### config.mk
export PLATFORM = sky130hd
export DESIGN_NAME = pc_sequencer
export DESIGN_NICKNAME = d
export VERILOG_FILES = /design/src/rtl/pc_pkg.sv /design/src/rtl/return_stack.sv /design/src/rtl/pc_sequencer.sv
export SDC_FILE = /design/constraint.sdc
export NUM_CORES = 1
export LEC_CHECK = 0
export CAP_MARGIN = 20
export CORE_MARGIN = 8
export CORE_UTILIZATION = 35
export DETAILED_ROUTE_END_ITERATION = 7
export SYNTH_ARGS = -nofsm -noshare
export SYNTH_HDL_FRONTEND = slang
export SYNTH_HIERARCHICAL = 1
export SYNTH_SLANG_ARGS = --single-unit
export TNS_END_PERCENT = 5
### constraint.sdc
create_clock -name clk -period 5.5 [get_ports clk]
set_clock_uncertainty 0.2 [all_clocks]
set_input_delay 1.1 -clock clk [delete_from_list [all_inputs] [get_ports clk]]
set_output_delay 1.1 -clock clk [all_outputs]
set_load 0.05 [all_outputs]
### src/rtl/pc_pkg.sv
// rtl/pc_pkg.sv - shared op encodings and defaults for the PC sequencer
package pc_pkg;

  localparam int PC_DEFAULT_WIDTH = 32;

  typedef enum logic [1:0] {
    PC_OP_JUMP   = 2'b00,
    PC_OP_BRANCH = 2'b01,
    PC_OP_CALL   = 2'b10,
    PC_OP_RET    = 2'b11
  } pc_op_t;

endpackage

### src/rtl/return_stack.sv
// rtl/return_stack.sv - parametrised LIFO holding return addresses
module return_stack #(
  parameter int WIDTH = 32,
  parameter int DEPTH = 8
) (
  input  logic                       clk,
  input  logic                       rst_n,
  input  logic                       push,
  input  logic                       pop,
  input  logic [WIDTH-1:0]           push_data,
  output logic [WIDTH-1:0]           top,
  output logic [$clog2(DEPTH+1)-1:0] count,
  output logic                       full,
  output logic                       empty
);

  localparam int CW = $clog2(DEPTH + 1);
  localparam int AW = $clog2(DEPTH);

  logic [WIDTH-1:0] mem [DEPTH];
  logic [CW-1:0]    count_q;
  logic             do_push;
  logic             do_pop;

  assign full  = (count_q == CW'(DEPTH));
  assign empty = (count_q == '0);

  // Requests on a full/empty stack, or both at once, leave the stack untouched;
  // the owner decides how that is reported.
  assign do_push = push && !pop && !full;
  assign do_pop  = pop && !push && !empty;

  always_ff @(posedge clk or negedge rst_n) begin
    if (!rst_n) begin
      count_q <= '0;
    end else if (do_push) begin
      count_q <= count_q + 1'b1;
    end else if (do_pop) begin
      count_q <= count_q - 1'b1;
    end
  end

  always_ff @(posedge clk) begin
    if (do_push) begin
      mem[AW'(count_q)] <= push_data;
    end
  end

  assign top   = mem[AW'(count_q - 1'b1)];
  assign count = count_q;

endmodule

### src/rtl/pc_sequencer.sv
// rtl/pc_sequencer.sv - program counter with edge-qualified increment, jump, branch and call/return
module pc_sequencer
  import pc_pkg::*;
#(
  parameter int               WIDTH        = PC_DEFAULT_WIDTH,
  parameter int               STEP         = 1,
  parameter logic [WIDTH-1:0] RESET_VECTOR = '0,
  parameter int               RAS_DEPTH    = 8
) (
  input  logic                           clk,
  input  logic                           clr,
  input  logic                           incPC,
  input  logic                           op_valid,
  input  logic [1:0]                     op,
  input  logic [WIDTH-1:0]               target,
  output logic [WIDTH-1:0]               PC_Output,
  output logic [$clog2(RAS_DEPTH+1)-1:0] ras_count,
  output logic                           ras_full,
  output logic                           ras_empty,
  output logic                           ras_err
);

  localparam logic [WIDTH-1:0] STEP_W = WIDTH'(STEP);

  logic [WIDTH-1:0] pc_q;
  logic [WIDTH-1:0] pc_d;
  logic             armed_q;
  logic             err_q;
  logic             err_set;
  logic             push;
  logic             pop;
  logic [WIDTH-1:0] ras_top;

  return_stack #(
    .WIDTH (WIDTH),
    .DEPTH (RAS_DEPTH)
  ) u_ras (
    .clk       (clk),
    .rst_n     (clr),
    .push      (push),
    .pop       (pop),
    .push_data (pc_q + STEP_W),
    .top       (ras_top),
    .count     (ras_count),
    .full      (ras_full),
    .empty     (ras_empty)
  );

  always_comb begin
    pc_d    = pc_q;
    push    = 1'b0;
    pop     = 1'b0;
    err_set = 1'b0;
    if (op_valid) begin
      case (pc_op_t'(op))
        PC_OP_JUMP:   pc_d = target;
        PC_OP_BRANCH: pc_d = pc_q + target;
        PC_OP_CALL: begin
          pc_d = target;
          if (ras_full) err_set = 1'b1;
          else          push    = 1'b1;
        end
        PC_OP_RET: begin
          if (ras_empty) begin
            err_set = 1'b1;
          end else begin
            pc_d = ras_top;
            pop  = 1'b1;
          end
        end
        default: pc_d = pc_q;
      endcase
    end else if (incPC && armed_q) begin
      pc_d = pc_q + STEP_W;
    end
  end

  // A high incPC always leaves the flag cleared (consumed by an increment or
  // an op, or already spent); a low incPC always re-arms it.
  always_ff @(posedge clk or negedge clr) begin
    if (!clr) begin
      pc_q    <= RESET_VECTOR;
      armed_q <= 1'b1;
      err_q   <= 1'b0;
    end else begin
      pc_q    <= pc_d;
      armed_q <= !incPC;
      err_q   <= err_q | err_set;
    end
  end

  assign PC_Output = pc_q;
  assign ras_err   = err_q;

endmodule

==> impl_metrics.ini <==
[setup_path]
crit_start = u_ras/count[1]$_DFFE_PN0P_
cp.arrival_ns = 3.04
worstSetupPathType = reg -> out
crit_required_ns = 4.20
r2r-start = u_ras/count[1]$_DFFE_PN0P_
path_max_fanout = 16
cp-start-kind = flip-flop
critPathCaptureType = primary output

[grt]
use_met1_pct = 21.6
gr-usage-met2_pct = 25.3
grt_pass1_wl_um = 59700
antenna_found_initial = 1
grt_max_degree = 56
overflow = 0
top_usage_layer = met2
first_global_vias = 9500
met3_usage_pct = 2.49
grt_usage_pct = 15.6

[logic_synthesis]
synth_edf_count = 256
ys_ff_latch = 294
syn_inst = 1052
yosysMostFrequentCell = edfxtp_1
synth_common_cells = edfxtp_1 (256), nand2_1 (75), mux4_2 (64)
synth_area_um2 = 14700
synthDistinctLibCells = 81
avgSynthCellArea_um2 = 14.0
yosysSeqAreaShare_pct = 58.8
synth_async_sr_flop_share_pct = 12.9
synth.area.top_cells = edfxtp_1 (52%), mux4_2 (9.8%), dfrtp_1 (6.3%)
synth_flop_cell = edfxtp_1
synth_top_area_share_pct = 52.4
synth_top_area_cell = edfxtp_1
synth_warnings = 6
syn-num-nets = 1125

[job]
maxCapViolations = 0

[cts]
numCtsBuffers = 31
cts_buffer_depth = 3
htreeDepth = 1
post_cts_buffers = 0
ctsHoldBuffers = 0
cts-root-buf = clkbuf_16
clkLatencyLatePin_ns = 0.56
ctsResizeCount = 0
cts_tree = built
clkSinkCount = 294
clkTransAtPathRegs_ns = 0.06

[sta]
relSlewSlack_pct = 41.1
rsz0062_at_grt = no
finalCriticalPeriod_ns = 4.34
max_freq_mhz = 230
tightest_slew_ns = 0.883
drv_slew = 0
hold_violations = 0
whs_ns = 0.297
setup-violations-final = 0
period_share_pct = 79.0

[floorplanning]
fp.dieW_um = 221
core_um2 = 41700
ioPinCount = 77
rows = 75
start_util_pct = 35.2
dieArea_um2 = 48800
dieHeight_um = 221

[power]
power.density_nw_per_um2 = 548
ir_drop_mv = 0.430
leakagePower_uw = 0.00578

[placement]
dp_hpwl_um = 25500
place_inst = 1633
gp_congestion = 0.868
portBuffers = 76

[cells_and_area]
diodes = 0
multi_input_area_um2 = 5810
nFillCells = 3878
syn_to_final_growth_pct = 16.7
fin_nets = 1200
stdcell_count = 1690
seq_area_um2 = 8640
drive_above_1_share_pct = 17.8

[route]
drtIter0Drc = 807
dr.pass1.iters = 5
vias = 9444
wirelength_um = 39400
post_drt_wl_per_cell_um = 23.3
drc = 0
vias_per_cell = 5.59
final_antenna_net_count = 0

[hold_path]
min_from = ras_err$_DFF_PN0_
hold_class = reg -> reg

[outcome]
status = finished, final reports clean
==> per-layer routing <==
layer  vias up  part of all wire (%)
met3        60                   5.4
met4         0                   2.3
li1       4293                     -
met1      4809                    45
met2       282                    47
met5         -                     0
==> area by class of cell <==
cell class | count | area share [%]
multi-input cells | 687 | 33.9
clock buffers | 44 | 4.99
inverters | 12 | 0.263
well taps | 539 | 3.94
flip-flops and latches | 294 | 50.5
repair buffers | 101 | 5.42
clock inverters | 13 | 1.01
==> per-stage QoR <==
stage          instance area [µm²]  util [%]  TNS, ns  total power, µW  setup slack (ns)
6_report                     17100      41.1        0             9390              1.16
3_5_place_dp                 16100      38.6        0             7350              1.23
4_1_cts                      17100      41.1        0             9480              1.16
2_1_floorplan                14700         -   -50.57             6170            -0.649
3_3_place_gp                 16100      38.6        0             7310              1.27
5_1_grt                      17100      41.1        0             9900             0.999
==> final timing paths <==
kind,endpoint,slack [ns],cells after the start
setup / recovery,ras_empty,1.16,6
hold / removal,ras_err$_DFF_PN0_,0.30,1
setup reg to reg,u_ras/mem[4][11]$_DFFE_PP_,1.44,10
hold reg to reg,ras_err$_DFF_PN0_,0.30,1
max in group asynchronous,u_ras/count[0]$_DFFE_PN0P_,4.16,2
min in group asynchronous,u_ras/count[0]$_DFFE_PN0P_,0.46,2
==> state kept, by name, summed over array words and instances (netlist names) <==
register     flops
u_ras/count      4
u_ras/mem      256
armed_q          1
PC_Output       32
ras_err          1
==> power by group <==
group | internal, µW | switching, µW | leakage (µW) | total, µW
Combinational | 1750 | 2350 | 0.00254 | 4100
Sequential | 2870 | 306 | 0.00274 | 3180
Clock | 1270 | 848 | 0.000500 | 2110
==> layout by cell type (no fill, tap or decap), types with 33 or more instances in the layout <==
cell type,synthesis,layout
dfrtp_1,37,36
edfxtp_1,256,256
o21ai_0,55,55
mux2_2,36,36
a21oi_1,55,55
nor2_1,55,51
mux4_2,64,64
clkdlybuf4s50_1,0,72
nand2_1,75,75
ha_1,34,33
==> cells by family after synthesis <==
group                    Yosys count  share of synthesized area (%)
flip-flops                       294                           58.8
AND/OR/NAND/NOR                  253                           9.02
AO/OA/AOI/OAI                    232                           10.2
multiplexers                     108                           13.1
buffers and inverters             71                           2.19
XOR/XNOR                          59                           3.57
adder cells (fa/ha/maj)           35                           3.03
==> critical path, cell delays in order, from the launching register on <==
cell,delay [ns]
dfrtp_1,0.61
inv_1,0.21
ha_4,0.23
nand2b_1,0.13
nor2_1,0.17
buf_4,0.29
clkdlybuf4s50_1,0.86
(Power assumes the default switching activity.)
